--- config.mk ---
export PLATFORM = sky130hd
export DESIGN_NAME = segment_display_sched
export DESIGN_NICKNAME = d
export VERILOG_FILES = /design/src/rtl/segment_display_sched.sv
export SDC_FILE = /design/constraint.sdc
export NUM_CORES = 1
export LEC_CHECK = 0
export ABC_AREA = 1
export CELL_PAD_IN_SITES_DETAIL_PLACEMENT = 1
export CELL_PAD_IN_SITES_GLOBAL_PLACEMENT = 2
export CORE_ASPECT_RATIO = 1.25
export CORE_MARGIN = 5
export CORE_UTILIZATION = 33
export DETAILED_ROUTE_END_ITERATION = 7
export GPL_ROUTABILITY_DRIVEN = 0
export PLACE_DENSITY = 0.88
export RECOVER_POWER = 100
export SYNTH_ARGS = -nofsm -noshare
export SYNTH_HDL_FRONTEND = slang
export SYNTH_SLANG_ARGS = --single-unit
export TNS_END_PERCENT = 30
--- constraint.sdc ---
create_clock -name clk_in -period 4.4 [get_ports clk_in]
set_input_delay 0.88 -clock clk_in [delete_from_list [all_inputs] [get_ports clk_in]]
set_output_delay 0.88 -clock clk_in [all_outputs]
set_load 0.05 [all_outputs]
--- src/rtl/segment_display_sched.sv ---
// segment_display_sched: time-shares the two-digit segment display between
// CH_NUM 8-bit count sources, round-robin with update pre-emption.
// Ports: clk_in, rst_in (async, active-high); ch_en_in, ch_data_in and
// ch_upd_in per channel; count_out, ch_sel_out, valid_out, switch_out (all registered).
module segment_display_sched #(
    parameter int CH_NUM       = 4,
    parameter int DWELL_CYCLES = 12_000_000,
    parameter int MIN_DWELL    = 3_000_000,
    localparam int SEL_W       = $clog2(CH_NUM)
) (
    input  logic                clk_in,
    input  logic                rst_in,
    input  logic [CH_NUM-1:0]   ch_en_in,
    input  logic [8*CH_NUM-1:0] ch_data_in,
    input  logic [CH_NUM-1:0]   ch_upd_in,
    output logic [7:0]          count_out,
    output logic [SEL_W-1:0]    ch_sel_out,
    output logic                valid_out,
    output logic                switch_out
);
    localparam int DW = $clog2(DWELL_CYCLES);
    localparam logic [DW-1:0]    MIN_LAST   = DW'(MIN_DWELL - 1);
    localparam logic [DW-1:0]    DWELL_LAST = DW'(DWELL_CYCLES - 1);
    localparam logic [SEL_W-1:0] LAST_CH    = SEL_W'(CH_NUM - 1);

    typedef enum logic {IDLE, SHOW} state_t;

    state_t            state;
    logic [DW-1:0]     dwell_cnt;
    logic [CH_NUM-1:0] pending;
    logic [7:0]        ch_data [CH_NUM];
    logic [SEL_W-1:0]  cur;
    logic [SEL_W-1:0]  nxt;
    logic [SEL_W-1:0]  idx;
    logic              found;
    logic [CH_NUM-1:0] cand;
    logic              any_en;
    logic              do_switch;
    logic              go_idle;
    logic              restart;
    logic [CH_NUM-1:0] shown_mask;
    logic [CH_NUM-1:0] nxt_mask;
    logic [CH_NUM-1:0] pend_set;
    logic [CH_NUM-1:0] pend_clr;

    always_comb begin
        for (int i = 0; i < CH_NUM; i++) begin
            ch_data[i] = ch_data_in[8*i +: 8];
        end
    end

    // In IDLE the search starts as if the last channel were shown,
    // so channel 0 is the first rotation candidate.
    assign cur    = (state == SHOW) ? ch_sel_out : LAST_CH;
    assign cand   = pending & ch_en_in;
    assign any_en = |ch_en_in;

    // Pending updates win (lowest index), else next enabled after cur.
    always_comb begin
        nxt   = cur;
        found = 1'b0;
        idx   = '0;
        for (int i = 0; i < CH_NUM; i++) begin
            if (!found && cand[i] && SEL_W'(i) != cur) begin
                nxt   = SEL_W'(i);
                found = 1'b1;
            end
        end
        for (int k = 1; k < CH_NUM; k++) begin
            idx = SEL_W'((int'(cur) + k) % CH_NUM);
            if (!found && ch_en_in[idx]) begin
                nxt   = idx;
                found = 1'b1;
            end
        end
    end

    always_comb begin
        do_switch = 1'b0;
        go_idle   = 1'b0;
        restart   = 1'b0;
        if (state == IDLE) begin
            do_switch = any_en;
        end else if (!ch_en_in[ch_sel_out]) begin
            do_switch = any_en;
            go_idle   = !any_en;
        end else if (|cand && dwell_cnt >= MIN_LAST) begin
            do_switch = 1'b1;
        end else if (dwell_cnt == DWELL_LAST) begin
            // Sole enabled channel: restart the dwell silently.
            do_switch = (nxt != ch_sel_out);
            restart   = (nxt == ch_sel_out);
        end else begin
            restart = ch_upd_in[ch_sel_out];
        end
    end

    assign shown_mask = (state == SHOW) ? (CH_NUM'(1) << ch_sel_out) : '0;
    assign nxt_mask   = do_switch ? (CH_NUM'(1) << nxt) : '0;
    assign pend_set   = ch_upd_in & ch_en_in & ~shown_mask;
    assign pend_clr   = ~ch_en_in | nxt_mask;

    always_ff @(posedge clk_in or posedge rst_in) begin
        if (rst_in) begin
            state      <= IDLE;
            dwell_cnt  <= '0;
            pending    <= '0;
            count_out  <= '0;
            ch_sel_out <= '0;
            valid_out  <= 1'b0;
            switch_out <= 1'b0;
        end else begin
            pending    <= (pending | pend_set) & ~pend_clr;
            switch_out <= do_switch;
            if (do_switch) begin
                state      <= SHOW;
                ch_sel_out <= nxt;
                count_out  <= ch_data[nxt];
                dwell_cnt  <= '0;
                valid_out  <= 1'b1;
            end else if (state == IDLE) begin
                valid_out <= 1'b0;
                count_out <= '0;
            end else if (go_idle) begin
                // Outputs hold for this one cycle, then IDLE blanks them.
                state     <= IDLE;
                dwell_cnt <= '0;
            end else begin
                count_out <= ch_data[ch_sel_out];
                dwell_cnt <= restart ? '0 : dwell_cnt + 1'b1;
            end
        end
    end

endmodule

## Word level (Yosys, flattened, before mapping)

Cells that the tools add are included.

| word-level totals | value |
|---|---|
| bits in registers | 41 |
| output and inout bits | 12 |
| logic and storage cells | 115 |

| cells by class | value |
|---|---|
| add/subtract/negate cells | 4 |
| $lt $le $gt $ge | 7 |
| equality and inequality tests | 8 |
| shift operators | 2 |
| mux-type cells | 54 |
| bitwise gates (word level) | 11 |
| reductions and logical operators | 22 |

Operators with widths:

| kind | number |
|---|---|
| 2-to-1 mux 24 bit | 4 |
| 2-to-1 mux 8 bit | 7 |
| binary-select mux 8 bit (select 2 bit) | 2 |
| 2-to-1 mux 1 bit | 26 |
| adder 24 x 1 -> 24 bit (second input constant) | 1 |
| == test 24 bit (second input constant) | 1 |
| greater-or-equal comparator 24 x 22 -> 1 bit (second input constant) | 1 |
| AND 4 bit | 4 |
| 2-to-1 mux 2 bit | 8 |
| less-than comparator 2 x 3 -> 1 bit (second input constant) | 4 |
| inverter 4 bit | 3 |
| logical AND 1 bit | 11 |
| binary-select mux 1 bit (select 2 bit) | 5 |
| 2-to-1 mux 4 bit | 2 |
| bitwise OR 4 bit | 2 |
| OR reduction 4 bit | 2 |
| left shift 1 x 2 -> 4 bit (first input constant) | 2 |
| logical NOT 1 bit | 7 |
| greater-or-equal comparator 3 bit (second input constant) | 2 |
| inverter 2 -> 3 bit | 2 |
| adder 2 bit (second input constant) | 2 |
| inequality test 2 bit (first input constant) | 2 |
| nonzero test 2 bit | 2 |
| inequality test 3 bit (second input constant) | 1 |
| 5 further kinds | 5 |

## Logic depth before layout (Yosys ltp)

| logic depth | value |
|---|---|
| depth in word-level cells | 34 |
| gate-level depth with buffers | 25 |
| depth with buffers taken out | 24 |

## Worst setup path after synthesis

Ideal clock, no wire load.

| timing | value |
|---|---|
| path type | reg2reg |
| start | register ch_sel_out[0] |
| end | register valid_out |
| arrival | 2.638 ns |
| data required time | 4.278 ns |
| setup slack | 1.640 ns |
| cell stages (with the launch flop) | 24 |
| clock period less this slack | 2.760 ns |
| cell sequence | dfrtp_1 > inv_4 > nand2_4 > inv_1 > ha_1 > nor2_4 > inv_2 > nand2_1 > nor2_2 > nand2_2 > nor2_4 > nor2_1 > nand2_2 > nand2_2 > nand2_2 > nand2_1 > inv_2 > nand2_4 > nand2_8 > nand2_8 > buf_12 > inv_2 > o21ai_1 > nand2_1 |

| between the ends | value |
|---|---|
| longest elaborated chain between the ends | 31 |

RTL lines:

| what | RTL line | source |
|---|---|---|
| start, declared | 17 | `output logic [SEL_W-1:0] ch_sel_out,` |
| start signal, assigned | 117 | `ch_sel_out <= nxt;` |
| 2-to-1 mux 2 bit | 54 | `assign cur = (state == SHOW) ? ch_sel_out : LAST_CH;` |
| nonzero test 2 bit | 64 | `if (!found && cand[i] && SEL_W'(i) != cur) begin` |
| logical AND 1 bit | 64 |  |
| 2-to-1 mux 1 bit | 64 |  |
| logical NOT 1 bit | 64 |  |
| logical AND 1 bit (2 in a row) | 64 |  |
| 2-to-1 mux 1 bit | 64 |  |
| logical NOT 1 bit | 64 |  |
| (+14 left out) | -- |  |
| logical AND 1 bit | 71 | `if (!found && ch_en_in[idx]) begin` |
| 2-to-1 mux 2 bit | 71 |  |
| inequality test 2 bit | 91 | `do_switch = (nxt != ch_sel_out);` |
| 2-to-1 mux 1 bit | 89 | `end else if (dwell_cnt == DWELL_LAST) begin` |
| 2-to-1 mux 1 bit | 87 | `end else if (\|cand && dwell_cnt >= MIN_LAST) begin` |
| 2-to-1 mux 1 bit (*) | 84 | `end else if (!ch_en_in[ch_sel_out]) begin` |
| 2-to-1 mux 1 bit (*) | 82 | `if (state == IDLE) begin` |
| inequality test 2 x 1 -> 1 bit (no source line) / 2-to-1 mux 1 bit (equally long branches) | -- |  |
| end signal, assigned | 110 | `valid_out <= 1'b0;` |
| end signal, assigned | 120 | `valid_out <= 1'b1;` |
| end signal, assigned | 122 | `valid_out <= 1'b0;` |
| end, declared | 18 | `output logic valid_out,` |

Every way passes the cells marked *; elsewhere a longest branch is shown, timed or not. The select of a mux whose other input is x is not followed.
A chain may end at the register's enable or synchronous reset.

## Worst setup path in the final report

| timing | value |
|---|---|
| start | input port ch_en_in[1] |
| end | register pending[1] |

| between the ends | value |
|---|---|
| longest elaborated chain between the ends | 30 |

RTL lines:

| what | RTL line | source |
|---|---|---|
| start, declared | 13 | `input logic [CH_NUM-1:0] ch_en_in,` |
| AND 4 bit | 55 | `assign cand = pending & ch_en_in;` |
| logical AND 1 bit (2 in a row) | 64 |  |
| 2-to-1 mux 1 bit | 64 |  |
| logical NOT 1 bit | 64 |  |
| logical AND 1 bit (2 in a row) | 64 |  |
| 2-to-1 mux 1 bit | 64 |  |
| logical NOT 1 bit | 64 |  |
| logical AND 1 bit (2 in a row) | 64 |  |
| (+11 left out) | -- |  |
| 2-to-1 mux 1 bit | 89 |  |
| 2-to-1 mux 1 bit | 87 |  |
| 2-to-1 mux 1 bit | 84 |  |
| 2-to-1 mux 1 bit | 82 |  |
| 2-to-1 mux 4 bit | 99 | `assign nxt_mask = do_switch ? (CH_NUM'(1) << nxt) : '0;` |
| bitwise OR 4 bit | 101 | `assign pend_clr = ~ch_en_in \| nxt_mask;` |
| inverter 4 bit | 113 | `pending <= (pending \| pend_set) & ~pend_clr;` |
| AND 4 bit (*) | 113 |  |
| end signal, assigned | 113 |  |
| end, declared | 30 | `logic [CH_NUM-1:0] pending;` |

Marks and branches as above.

==> reports/results.ini <==
[yosys]
synth_seq_cells = 41
synth.top_cells.by_area = dfrtp_1, nand3_1, nand2_1
synth.top_cells.by_count = nand2_1, nand3_1, inv_1, dfrtp_1, nor2_1
synth_largest_type_area_fraction = 0.291
postSynth.topFlopCell = dfrtp_1
synth_area_per_inst_sq_um = 7.03
synthCells = 502
most_repeated_cell_in_the_gate_level_netlist_after_synthesis = nand2_1
fraction_of_synthesis_flops_using_an_asynchronous_set_or_reset_pin = 1.00
syn_std_cell_area_sq_um = 3530
ys_types = 45
mappedNetlistNets = 549
synth.yosys.seq_area_share = 0.291
synth_top_area_cell = dfrtp_1
yosys_warnings = 0
synth_enable_flop_cells = 0

[global_routing]
grt_antenna_before_repair = 0
groute.usage.overall = 0.194
grt_start_max_net_pins = 42
vias_in_the_first_global_route = 3981
grt-ovfl-total = 0
grt_pass1_wl_um = 20100

[cts]
cts_resized = 0
clkLatencyLatePin_ns = 0.28
cts_max_path_buffers = 2
tritoncts = done
cts_max_level = 2
cts_sinks = 41
cts_buf_count = 5
clock-root-buffer = clkbuf_16
worst_setup_hold_path_clk_slew_ns = 0.06
post-cts-setup-buffer-count = 0
cts.hold.buffers_added = 0

[pwr]
sequentialPowerShare = 0.160
clkPwrFrac = 0.106
power_per_cell_area_nw_per_um2 = 760
p_leak_nw = 1.84
worst_ir_drop_vdd_v = 0.000671
comb_power_share = 0.734
switching_power_mw = 1.84
internal_power_mw = 1.38
swShare = 0.571

[finish]
area_of_all_placed_cells_without_fillers_sq_um = 4240
final_cells = 684
final-seq-area_sq_um = 1030
num-fill-cells = 1340
flow.area_growth_from_synthesis_pct = 20.2
multiInputGateArea_sq_um = 2090
nets = 600
diodes = 0
drive_gt1_frac = 0.111

[worst_setup_path]
critical_path.most_common_cell = nand2_1
reg2reg_setup_slack_ns = 0.86
critical_path_arrival_ns = 4.01
crit_required_ns = 4.56
crit-reg2reg-capture = pending[1]
cpLargestDelayFamily = simple AND/OR/NAND/NOR gates
r2r.worst_path.cells = 21
crit_path_end = pending[1]
worst_path_largest_cell_delay_ns = 0.68
crit_chain = dlygate4sd3_1, nand2_1, nor2_1, nor2_1, nand2_1, nor2_1, nand2_1, nand3_1, nand2_1, nand2_2, nand2_2, nand2_1, clkinv_1, nand2_1, nand2_8, nand2_8, nand2_1, o21ai_0, inv_1
crit_slowest_cell = dlygate4sd3_1
critical_path_depth = 19
critical_path_buffers_and_inverters = 3
cp-start-kind = input port
worstSetupEndpointType = flip-flop
r2r-start = ch_sel_out[0]
timing_worst_setup_path_type = in -> reg
setup.worst_path.start = ch_en_in[1]
critical_path_peak_fanout = 22

[floorplanning]
fp.dieArea_sq_um = 12900
core_region_area_sq_um = 10600
placement_rows = 42
initial_core_util = 0.334
fp.dieW_um = 103
design.portCount = 54
chipHeight_um = 126

[drt]
wl_per_cell_um = 17.7
top_layer = met4
ant_nets = 0
detailroute.wirelength.met2_um = 6370
first_pass_detailed_route_iteration_total = 4
detail_route.wirelength.met1_um = 5240
drt_iter0_markers = 134
drt_drc_violations_left = 0
postRouteWirelength_um = 12100
via_per_inst = 5.43
total_via_count_after_detailed_routing = 3711
met3_wirelength_um = 286

[timing]
timing.final.ws_setup_ns = 0.552
grt_setup_unrepaired = no
worstMarginPinSlew_ns = 2.35
final.setup_skew_ns = 0.0111
setup_tns_ns = 0
post-route-min-period_ns = 3.85
post-route-period-util = 0.874
fin_hold_ws_ns = 0.522
hold_viol = 0
number_of_pins_with_negative_max_slew_slack_in_the_final_report = 42
finalSetupViolCount = 0
worst_slew_margin_rel = -0.569
fmax_mhz = 260

[placed_design]
detailed_place_hpwl_um = 9490
number_of_buffers_added_on_ports = 53
placed_cell_area_sq_um = 4190
pre_cts_ws_ns = 0.559
dpl.cell_count = 678

[hold_path]
worst_min_delay_path_category = reg -> reg
worst_hold_path.num_cells = 2

[run_status]
outcome = finished with violations
failing_checks = capacitance limit, slew limit

[job]
timing.max_cap.violations = 1

-- layout by cell type (no fill, tap or decap), types with 2 or more instances in the layout --
master / instances
buf_4: 7
inv_4: 2
o21ai_1: 3
nand2_1: 105
o32ai_1: 2
nand3_1: 91
nand2_8: 2
xor2_1: 6
nand2_2: 5
nor3_1: 9
dlygate4sd3_1: 14
dfrtp_1: 41
nand4_1: 17
nor2_2: 2
o21ai_2: 4
nor2_4: 4
nor2_1: 39
a32o_1: 2
clkdlybuf4s50_1: 39
a21oi_1: 7
ha_1: 5
inv_2: 6
o21ai_0: 22
nor2_8: 2
o211ai_1: 4
a21oi_2: 7
o22ai_1: 5
a211oi_1: 2
clkinv_1: 2
clkbuf_16: 5
or2_2: 2
clkbuf_1: 2
nor4_1: 5
a22oi_1: 8
nand3_2: 9
nand3b_1: 2
inv_1: 54
-- layer usage --
| layer | vias up | GRT usage |
|---|---|---|
| li1 | 1807 | - |
| met2 | 74 | 0.350 |
| met1 | 1814 | 0.246 |
| met4 | 0 | 0.0409 |
| met3 | 16 | 0.0210 |
| met5 | - | 0 |
-- logic make-up after synthesis --
logic type | share of synthesized area
compound gates | 0.134
xor+xnor | 0.0174
fa+ha+maj | 0.0177
buf+inv | 0.0992
flops | 0.291
simple gates | 0.442
-- sequential cells by signal, indices dropped and copies added, names as in the netlist --
| signal | cells |
|---|---|
| valid_out | 1 |
| ch_sel_out | 2 |
| switch_out | 1 |
| pending | 4 |
| state | 1 |
| count_out | 8 |
| dwell_cnt | 24 |
-- layout make-up --
class,instances,share of cell area
clock buffers,5,0.0295
clock inverters,1,0.00118
inverters,64,0.0578
multi-input cells,379,0.492
flip-flops and latches,41,0.242
well taps,132,0.0389
repair buffers,62,0.139
-- metrics by stage --
| step | util | power, mW |
|---|---|---|
| 6_report | 0.402 | 3.22 |
| 5_1_grt | 0.402 | 3.49 |
| 4_1_cts | 0.409 | 3.37 |
| 3_5_place_dp | 0.397 | 3.02 |
| 3_3_place_gp | 0.397 | 2.96 |
| 2_1_floorplan | - | 2.38 |
-- power by group through the flow --
stage          Combinational [mW]  Clock, mW  Sequential [mW]
2_1_floorplan                1.67          0            0.710
6_report                     2.37      0.343            0.516
4_1_cts                      2.50      0.352            0.520
3_5_place_dp                 2.49          0            0.525
5_1_grt                      2.60      0.369            0.526
3_3_place_gp                 2.44          0            0.524
-- how the worst min path moves through the flow --
stage | slack [ns] | to | start
2_1_floorplan | 0.49 | dwell_cnt[0] | dwell_cnt[0]
3_3_place_gp | 0.51 | count_out[5] | count_out[5]
3_5_place_dp | 0.52 | dwell_cnt[1] | dwell_cnt[1]
4_1_cts | 0.53 | dwell_cnt[1] | dwell_cnt[1]
5_1_grt | 0.55 | count_out[1] | count_out[1]
6_report | 0.52 | count_out[2] | count_out[2]
-- worst reg2reg max path, cell delays in order, from the launching register on --
cell and delay [ns]:
dfrtp_1 0.41, inv_4 0.21, nand2_4 0.15, inv_1 0.15, ha_1 0.20, nor2_1 0.07
nor2_1 0.23, nand2_1 0.09, nor2_1 0.14, nand2_1 0.07, nand3_1 0.08, nand2_1 0.08
nand2_2 0.38, nand2_2 0.07, nand2_1 0.08, clkinv_1 0.06, nand2_1 0.17, nand2_8 0.11
nand2_8 0.16, nand2_1 0.22, o21ai_0 0.23, inv_1 0.06
No activity file was read; power rests on OpenSTA's default activity.
